### config.mk
export PLATFORM = sky130hd
export DESIGN_NAME = pipeline_ex_muldiv
export DESIGN_NICKNAME = d
export VERILOG_FILES = /design/src/rtl/pipeline_ex_muldiv.sv
export SDC_FILE = /design/constraint.sdc
export NUM_CORES = 2
export LEC_CHECK = 0
export BUFFER_PORTS_ARGS = -buffer_cell sky130_fd_sc_hd__buf_2
export CAP_MARGIN = 20
export CORE_ASPECT_RATIO = 1.2
export CORE_MARGIN = 2
export CORE_UTILIZATION = 40
export DETAILED_ROUTE_END_ITERATION = 6
export PLACE_DENSITY_LB_ADDON = 0.12
export SETUP_SLACK_MARGIN = 0.2
export SKIP_LAST_GASP = 1
export SLEW_MARGIN = 40
export SYNTH_ARGS = -nofsm -noshare
export SYNTH_HDL_FRONTEND = slang
export SYNTH_SLANG_ARGS = --single-unit
### constraint.sdc
create_clock -name clk -period 19.3 [get_ports clk]
set_input_delay 0 -clock clk [delete_from_list [all_inputs] [get_ports clk]]
set_output_delay 0 -clock clk [all_outputs]
set_load 0.005 [all_outputs]
### src/rtl/pipeline_ex_muldiv.sv
// Multi-cycle M-extension execute unit: iterative shift-add multiplier and restoring
// divider behind valid/ready handshakes, with RISC-V divide-by-zero/overflow results.
module pipeline_ex_muldiv #(
   parameter int DATA_WIDTH = 64,
   parameter int MUL_BITS   = 4
) (
   input  logic                  clk,
   input  logic                  reset,
   input  logic                  flush,
   input  logic                  in_valid,
   output logic                  in_ready,
   input  logic [1:0]            op,
   input  logic [2:0]            unsigned_op,
   input  logic                  is_word_op,
   input  logic [DATA_WIDTH-1:0] r1_val,
   input  logic [DATA_WIDTH-1:0] operand2,
   input  logic [4:0]            dst_reg,
   output logic                  out_valid,
   input  logic                  next_stage_ready,
   output logic [DATA_WIDTH-1:0] ex_res,
   output logic [4:0]            mem_dst_reg,
   output logic                  busy
);

   localparam int DW = DATA_WIDTH;
   localparam int CW = $clog2(DW) + 1;
   localparam logic [1:0] OP_MUL  = 2'd0;
   localparam logic [1:0] OP_MULH = 2'd1;
   localparam logic [1:0] OP_DIV  = 2'd2;

   typedef enum logic [1:0] {S_IDLE, S_MUL, S_DIV, S_DONE} state_t;

   state_t            state_reg;
   logic [CW-1:0]     count_reg;
   logic [CW-1:0]     last_reg;
   logic [1:0]        op_reg;
   logic              word_reg;
   logic              neg_reg;
   logic [2*DW-1:0]   mcand_reg;
   logic [DW-1:0]     mplier_reg;
   logic [2*DW-1:0]   prod_reg;
   logic [DW-1:0]     quo_reg;
   logic [DW-1:0]     rem_reg;
   logic [DW-1:0]     dvs_reg;

   function automatic logic [DW-1:0] word_fix(input logic [DW-1:0] v, input logic w);
      return w ? {{(DW-32){v[31]}}, v[31:0]} : v;
   endfunction

   // Operand decode at accept time
   logic            word_eff, a_signed, b_signed, a_neg, b_neg, div_zero, div_ovf;
   logic [DW-1:0]   a_ext, b_ext, a_mag, b_mag, min_val, fast_res;
   logic [CW-1:0]   n_mul, n_div;

   always_comb begin
      word_eff = is_word_op && (op != OP_MULH);
      a_signed = (unsigned_op == 3'd0) || (unsigned_op == 3'd2);
      b_signed = (unsigned_op == 3'd0) || ((unsigned_op == 3'd2) && op[1]);
      if (word_eff) begin
         a_ext   = a_signed ? {{(DW-32){r1_val[31]}}, r1_val[31:0]}
                            : {{(DW-32){1'b0}}, r1_val[31:0]};
         b_ext   = b_signed ? {{(DW-32){operand2[31]}}, operand2[31:0]}
                            : {{(DW-32){1'b0}}, operand2[31:0]};
         min_val = {{(DW-31){1'b1}}, 31'd0};
         n_mul   = CW'(32 / MUL_BITS - 1);
         n_div   = CW'(31);
      end else begin
         a_ext   = r1_val;
         b_ext   = operand2;
         min_val = {1'b1, {(DW-1){1'b0}}};
         n_mul   = CW'(DW / MUL_BITS - 1);
         n_div   = CW'(DW - 1);
      end
      a_neg    = a_signed && a_ext[DW-1];
      b_neg    = b_signed && b_ext[DW-1];
      a_mag    = a_neg ? -a_ext : a_ext;
      b_mag    = b_neg ? -b_ext : b_ext;
      div_zero = (b_ext == '0);
      div_ovf  = a_signed && b_signed && (a_ext == min_val) && (b_ext == '1);
      if (div_zero) fast_res = (op == OP_DIV) ? '1 : a_ext;
      else          fast_res = (op == OP_DIV) ? min_val : '0;
   end

   // Multiplier step: one MUL_BITS-wide digit of partial products per cycle
   logic [2*DW-1:0] pp [MUL_BITS];
   logic [2*DW-1:0] prod_next, mul_signed;
   logic [DW-1:0]   mul_final;

   generate
      for (genvar gi = 0; gi < MUL_BITS; gi++) begin : g_pp
         assign pp[gi] = mplier_reg[gi] ? (mcand_reg << gi) : '0;
      end
   endgenerate

   always_comb begin
      prod_next = prod_reg;
      for (int i = 0; i < MUL_BITS; i++) prod_next = prod_next + pp[i];
      mul_signed = neg_reg ? -prod_next : prod_next;
      mul_final  = word_fix((op_reg == OP_MULH) ? mul_signed[2*DW-1:DW] : mul_signed[DW-1:0],
                            word_reg);
   end

   // Restoring divider step; the dividend MSB is always at quo_reg[DW-1]
   logic [DW:0]   div_sh, div_diff;
   logic [DW-1:0] rem_next, quo_next, div_raw, div_final;

   always_comb begin
      div_sh   = {rem_reg, quo_reg[DW-1]};
      div_diff = div_sh - {1'b0, dvs_reg};
      rem_next = div_diff[DW] ? div_sh[DW-1:0] : div_diff[DW-1:0];
      quo_next = {quo_reg[DW-2:0], ~div_diff[DW]};
      div_raw  = (op_reg == OP_DIV) ? quo_next : rem_next;
      div_final = word_fix(neg_reg ? -div_raw : div_raw, word_reg);
   end

   assign in_ready = (state_reg == S_IDLE) && !flush;
   assign busy     = (state_reg != S_IDLE);

   always_ff @(posedge clk or negedge reset) begin
      if (!reset) begin
         state_reg   <= S_IDLE;
         count_reg   <= '0;
         last_reg    <= '0;
         op_reg      <= OP_MUL;
         word_reg    <= 1'b0;
         neg_reg     <= 1'b0;
         mcand_reg   <= '0;
         mplier_reg  <= '0;
         prod_reg    <= '0;
         quo_reg     <= '0;
         rem_reg     <= '0;
         dvs_reg     <= '0;
         out_valid   <= 1'b0;
         ex_res      <= '0;
         mem_dst_reg <= '0;
      end else if (flush) begin
         state_reg <= S_IDLE;
         count_reg <= '0;
         out_valid <= 1'b0;
      end else begin
         case (state_reg)
            S_IDLE: if (in_valid) begin
               mem_dst_reg <= dst_reg;
               op_reg      <= op;
               word_reg    <= word_eff;
               count_reg   <= '0;
               if (!op[1]) begin
                  mcand_reg  <= {{DW{1'b0}}, a_mag};
                  mplier_reg <= b_mag;
                  prod_reg   <= '0;
                  neg_reg    <= a_neg ^ b_neg;
                  last_reg   <= n_mul;
                  state_reg  <= S_MUL;
               end else if (div_zero || div_ovf) begin
                  ex_res    <= word_fix(fast_res, word_eff);
                  out_valid <= 1'b1;
                  state_reg <= S_DONE;
               end else begin
                  quo_reg   <= word_eff ? (a_mag << (DW - 32)) : a_mag;
                  rem_reg   <= '0;
                  dvs_reg   <= b_mag;
                  neg_reg   <= (op == OP_DIV) ? (a_neg ^ b_neg) : a_neg;
                  last_reg  <= n_div;
                  state_reg <= S_DIV;
               end
            end
            S_MUL: begin
               mcand_reg  <= mcand_reg << MUL_BITS;
               mplier_reg <= mplier_reg >> MUL_BITS;
               prod_reg   <= prod_next;
               count_reg  <= count_reg + 1'b1;
               if (count_reg == last_reg) begin
                  ex_res    <= mul_final;
                  out_valid <= 1'b1;
                  count_reg <= '0;
                  state_reg <= S_DONE;
               end
            end
            S_DIV: begin
               quo_reg   <= quo_next;
               rem_reg   <= rem_next;
               count_reg <= count_reg + 1'b1;
               if (count_reg == last_reg) begin
                  ex_res    <= div_final;
                  out_valid <= 1'b1;
                  count_reg <= '0;
                  state_reg <= S_DONE;
               end
            end
            S_DONE: if (next_stage_ready) begin
               out_valid <= 1'b0;
               state_reg <= S_IDLE;
            end
            default: state_reg <= S_IDLE;
         endcase
      end
   end

endmodule

==> flow_summary.html <==
<table>
<tr><th>Metric</th><th>Value</th></tr>
<tr><th colspan="2">Run status</th></tr>
<tr><td>Status</td><td>finished, violations left</td></tr>
<tr><td>Violations in the final reports</td><td>DRC</td></tr>
<tr><th colspan="2">STA</th></tr>
<tr><td>Tightest Pin Transition</td><td>0.9907 ns</td></tr>
<tr><td>Setup TNS</td><td>0 ns</td></tr>
<tr><td>Largest clock skew in the final design</td><td>0.05126 ns</td></tr>
<tr><td>Final number of hold-violating endpoints</td><td>0</td></tr>
<tr><td>Final number of max-transition violations</td><td>0</td></tr>
<tr><td>Crit path time final</td><td>11.56 ns</td></tr>
<tr><td>Post-route clock period utilization</td><td>59.90%</td></tr>
<tr><td>Worst relative slew slack</td><td>33.48%</td></tr>
<tr><td>RSZ-0062 raised after global routing</td><td>no</td></tr>
<tr><td>Final setup vio count</td><td>0</td></tr>
<tr><td>Highest clock rate</td><td>0.08651 GHz</td></tr>
<tr><th colspan="2">Setup path</th></tr>
<tr><td>Category of the critical setup timing path</td><td>flip-flop to flip-flop</td></tr>
<tr><td>Highest fanout seen on the critical path</td><td>44</td></tr>
<tr><td>Critical Path End Type</td><td>flip-flop</td></tr>
<tr><td>Nature of the critical path startpoint</td><td>flip-flop</td></tr>
<tr><td>Worst endpoint required time</td><td>19.97 ns</td></tr>
<tr><td>Data arrival, critical path</td><td>12.23 ns</td></tr>
<tr><td>R2R cell count</td><td>25</td></tr>
<tr><th colspan="2">Logic synthesis</th></tr>
<tr><td>Compound-cell area share of the yosys netlist</td><td>22.84%</td></tr>
<tr><td>Post-synth net total</td><td>9566</td></tr>
<tr><td>Register bit total from synthesis</td><td>599</td></tr>
<tr><td>Parity-gate share of the synthesized area counting xor and xnor cells</td><td>4.777%</td></tr>
<tr><td>Simple logic cell fraction of the synthesized area</td><td>23.56%</td></tr>
<tr><td>Share of synthesized cell area in full adder, half adder and majority cells</td><td>15.41%</td></tr>
<tr><td>Average instance area after synthesis</td><td>7.392 sq um</td></tr>
<tr><td>Most area-consuming cells after synthesis</td><td>dfrtp_1 (23%), fa_1 (12%), nand2_1 (8.8%)</td></tr>
<tr><td>Distinct cell type count of the synthesized netlist</td><td>117</td></tr>
<tr><td>Post-synth EDFFs</td><td>0</td></tr>
<tr><td>Share of the synthesized area in the top cell type</td><td>22.93%</td></tr>
<tr><td>Synth Flop Type</td><td>dfrtp_1</td></tr>
<tr><td>Synthesized area</td><td>65370 sq um</td></tr>
<tr><td>Syn. warnings</td><td>0</td></tr>
<tr><td>Main combinational cell family by area after synthesis</td><td>simple AND/OR/NAND/NOR gates</td></tr>
<tr><td>Share of the yosys chip area belonging to registers</td><td>22.93%</td></tr>
<tr><td>Fraction of registers with async set or reset after synthesis</td><td>100.0%</td></tr>
<tr><td>Top cell type by total area after synthesis</td><td>dfrtp_1</td></tr>
<tr><td>Multiplexer share of the synthesized area</td><td>2.220%</td></tr>
<tr><td>Number of standard cells after synthesis</td><td>8844</td></tr>
<tr><th colspan="2">Detailed routing</th></tr>
<tr><td>Number of detailed-route iterations in the first pass</td><td>7</td></tr>
<tr><td>DR WL/cell</td><td>30.08 um</td></tr>
<tr><td>Post-DR vias/cell</td><td>6.228</td></tr>
<tr><td>Post-Route WL</td><td>335300 um</td></tr>
<tr><td>DRC errors left</td><td>5</td></tr>
<tr><td>Total via count in the routed design</td><td>69420</td></tr>
<tr><td>Remaining number of nets flagged by the antenna check after routing</td><td>0</td></tr>
<tr><td>DRT iter0 DRCs</td><td>7837</td></tr>
<tr><th colspan="2">GRT</th></tr>
<tr><td>First-pass GRT wire length</td><td>482600 um</td></tr>
<tr><td>Pin count of the biggest net entering global routing</td><td>150</td></tr>
<tr><td>Total grt overflow</td><td>0</td></tr>
<tr><td>Antenna violations before repair</td><td>25</td></tr>
<tr><td>GRT Overall Usage</td><td>39.46%</td></tr>
<tr><td>Via count of the first global-routing pass</td><td>68400</td></tr>
<tr><th colspan="2">Clock network</th></tr>
<tr><td>Number of levels in the clock H-tree</td><td>3</td></tr>
<tr><td>TritonCTS clock tree</td><td>done</td></tr>
<tr><td>Number of sinks on the clock net</td><td>599</td></tr>
<tr><td>Latest clock arrival within the worst-skew pair</td><td>0.76 ns</td></tr>
<tr><td>Max clock buf depth</td><td>3</td></tr>
<tr><td>Number of buffers inserted during clock tree synthesis</td><td>79</td></tr>
<tr><td>Reg clk slew, reported paths</td><td>0.06 ns</td></tr>
<tr><td>Postcts setup bufs</td><td>0</td></tr>
<tr><td>Quantity of gates resized following cts</td><td>0</td></tr>
<tr><td>Root buffer cell</td><td>clkbuf_16</td></tr>
<tr><td>CTS Hold Bufs</td><td>168</td></tr>
<tr><th colspan="2">Placed design</th></tr>
<tr><td>Estimated wirelength of the detail-placed design</td><td>264500 um</td></tr>
<tr><td>Total placed cells including tap cells</td><td>10820</td></tr>
<tr><td>Final estimated routing congestion in global placement</td><td>1.117</td></tr>
<tr><td>Buffers on Ports</td><td>215</td></tr>
<tr><th colspan="2">Pwr</th></tr>
<tr><td>Power per cell area</td><td>211.1 nW/um^2</td></tr>
<tr><td>P_leak</td><td>33.25 nW</td></tr>
<tr><td>Highest ir drop seen on vdd</td><td>0.0001526 V</td></tr>
<tr><th colspan="2">Cells and area</th></tr>
<tr><td>Area Growth Syn to Fin</td><td>12.27%</td></tr>
<tr><td>Share of post-route cells with drive strength above 1</td><td>7.639%</td></tr>
<tr><td>Final standard cell count with taps included and fillers excluded</td><td>11150</td></tr>
<tr><td>Number of nets in the layout</td><td>9663</td></tr>
<tr><th colspan="2">Min path</th></tr>
<tr><td>Worst hold path cell count</td><td>5</td></tr>
<tr><td>Class of the tightest hold or removal check</td><td>primary input to flip-flop</td></tr>
<tr><th colspan="2">Flow run</th></tr>
<tr><td>MaxCap Viol Count</td><td>0</td></tr>
<tr><th colspan="2">Die</th></tr>
<tr><td>Area inside the core boundary</td><td>162400 sq um</td></tr>
<tr><td>Initial cell density of the core</td><td>40.26%</td></tr>
<tr><td>I/O pin total</td><td>216</td></tr>
<tr><td>Die height</td><td>446.9 um</td></tr>
<tr><td># rows</td><td>162</td></tr>
<tr><td>Die boundary width</td><td>373.0 um</td></tr>
<tr><td>DIE AREA</td><td>166700 sq um</td></tr>
</table>
[cell usage after synthesis (59+ instances only)]
cell      count
and2_1      203
dfrtp_1     599
nor2_1      675
clkbuf_1    397
nor3_1      156
o31ai_1     101
nand3_1     227
a211oi_1     61
inv_1       894
a31oi_1      79
nor4_1       81
o21ai_0     772
o22ai_1      77
nand4_1     158
ha_1        201
a21oi_1     636
o211ai_1     59
a21o_1      110
or3_1        73
xor2_1      165
nand2_1    1524
mux2i_1     118
xnor2_1     186
fa_1        377
[worst max-delay path: stages (launching register included)]
cell and delay [ns]:
dfrtp_4 0.73, buf_4 0.60, buf_4 0.62, nand2_1 0.19
fa_1 0.54, inv_1 0.05, fa_1 0.53, inv_1 0.06
fa_1 0.55, inv_1 0.05, ha_1 0.63, nand4_1 0.42
nor2_1 0.47, and3_1 0.46, and3_1 0.40, o21ai_1 0.42
and3_1 0.38, xor2_1 0.71, nand4b_1 0.62, or4b_4 0.73
nand2b_4 0.25, or4_4 0.55, a21oi_2 0.27, nand3b_1 0.54
o21ai_0 0.40, a31oi_1 0.27
[path summary, 6_finish.rpt]
| kind | startpoint | endpoint | slack (ns) |
|---|---|---|---|
| worst max-delay path | mplier_reg[3] | ex_res[44] | 7.74 |
| worst max register to register | mplier_reg[3] | ex_res[44] | 7.74 |
| min in group asynchronous | reset | ex_res[29] | 0.47 |
| worst min-delay path | r1_val[6] | quo_reg[6] | 0.001 |
| worst min register to register | mcand_reg[127] | mcand_reg[127] | 0.48 |
| max in group asynchronous | reset | mplier_reg[19] | 16.91 |
[power by group]
group          internal (mW)  switching [mW]
clock                  0.993           0.711
sequential              1.69           0.689
combinational           3.36            8.05
[per-layer routing]
layer  vias up  global-route usage [%]  wire, um
li1      30590                       -         -
met1     34020                   47.02    125800
met2      3753                   62.30    148800
met3      1044                   7.462     28320
met4        16                   32.08     32050
met5         -                       0       226
[layout make-up]
cell class	count	area [sq um]
Sequential cell	599	15010
Tap cell	2132	2668
Timing Repair Buffer	518	3944
Inverter	898	3371
Fill cell	16620	88960
Multi-Input combinational cell	6845	45490
Clock buffer	102	2163
Clock inverter	44	725.7
Antenna cell	9	22.52
[per-stage QoR]
| stage | power, mW | hold WS (ns) | area [sq um] | setup slack, ns | utilization [%] |
|---|---|---|---|---|---|
| 2_1_floorplan | 9.016 | -0.2956 | 65370 | 11.92 | - |
| 3_3_place_gp | 13.17 | 0.04386 | 68340 | 7.975 | 42.09 |
| 3_5_place_dp | 13.19 | 0.05268 | 68580 | 8.153 | 42.24 |
| 4_1_cts | 15.00 | 0.008924 | 73170 | 8.152 | 45.06 |
| 5_1_grt | 16.25 | 0.008061 | 73380 | 7.694 | 45.20 |
| 6_report | 15.49 | 0.001326 | 73400 | 7.740 | 45.21 |
[cell families (layout without fill, tap and decap cells)]
group / after synthesis / in the layout
AND/OR/NAND/NOR: 3363 / 3363
AO/OA/AOI/OAI: 2407 / 2407
buffers and inverters: 1400 / 1562
flip-flops: 599 / 599
adder cells (fa/ha/maj): 579 / 579
XOR/XNOR: 354 / 354
multiplexers: 142 / 142
other: 0 / 9
[placed cells by master, fill, tap and decap left out, drive strengths merged, types with 21 or more instances in the layout]
cell type    instances
o22ai               77
o31ai              102
dfrtp              599
or2                 29
mux2                24
o211ai              60
xnor2              189
dlygate4sd3        168
nor2b               21
or4                 28
and3                47
nand2             1525
o21bai              35
nand2b              43
clkbuf             103
buf                349
xor2               165
nand3              227
a221oi              42
inv                900
nor2               676
ha                 201
a21oi              650
clkinv              23
fa                 377
o221ai              29
nand4              158
a21o               110
o41ai               28
a31oi               79
a211o               24
and4                22
a211oi              65
nor4                84
and2               203
or3                 73
mux2i              118
o21ai              808
o21a                53
nor3               158
No activity file was read; power rests on OpenSTA's default activity.
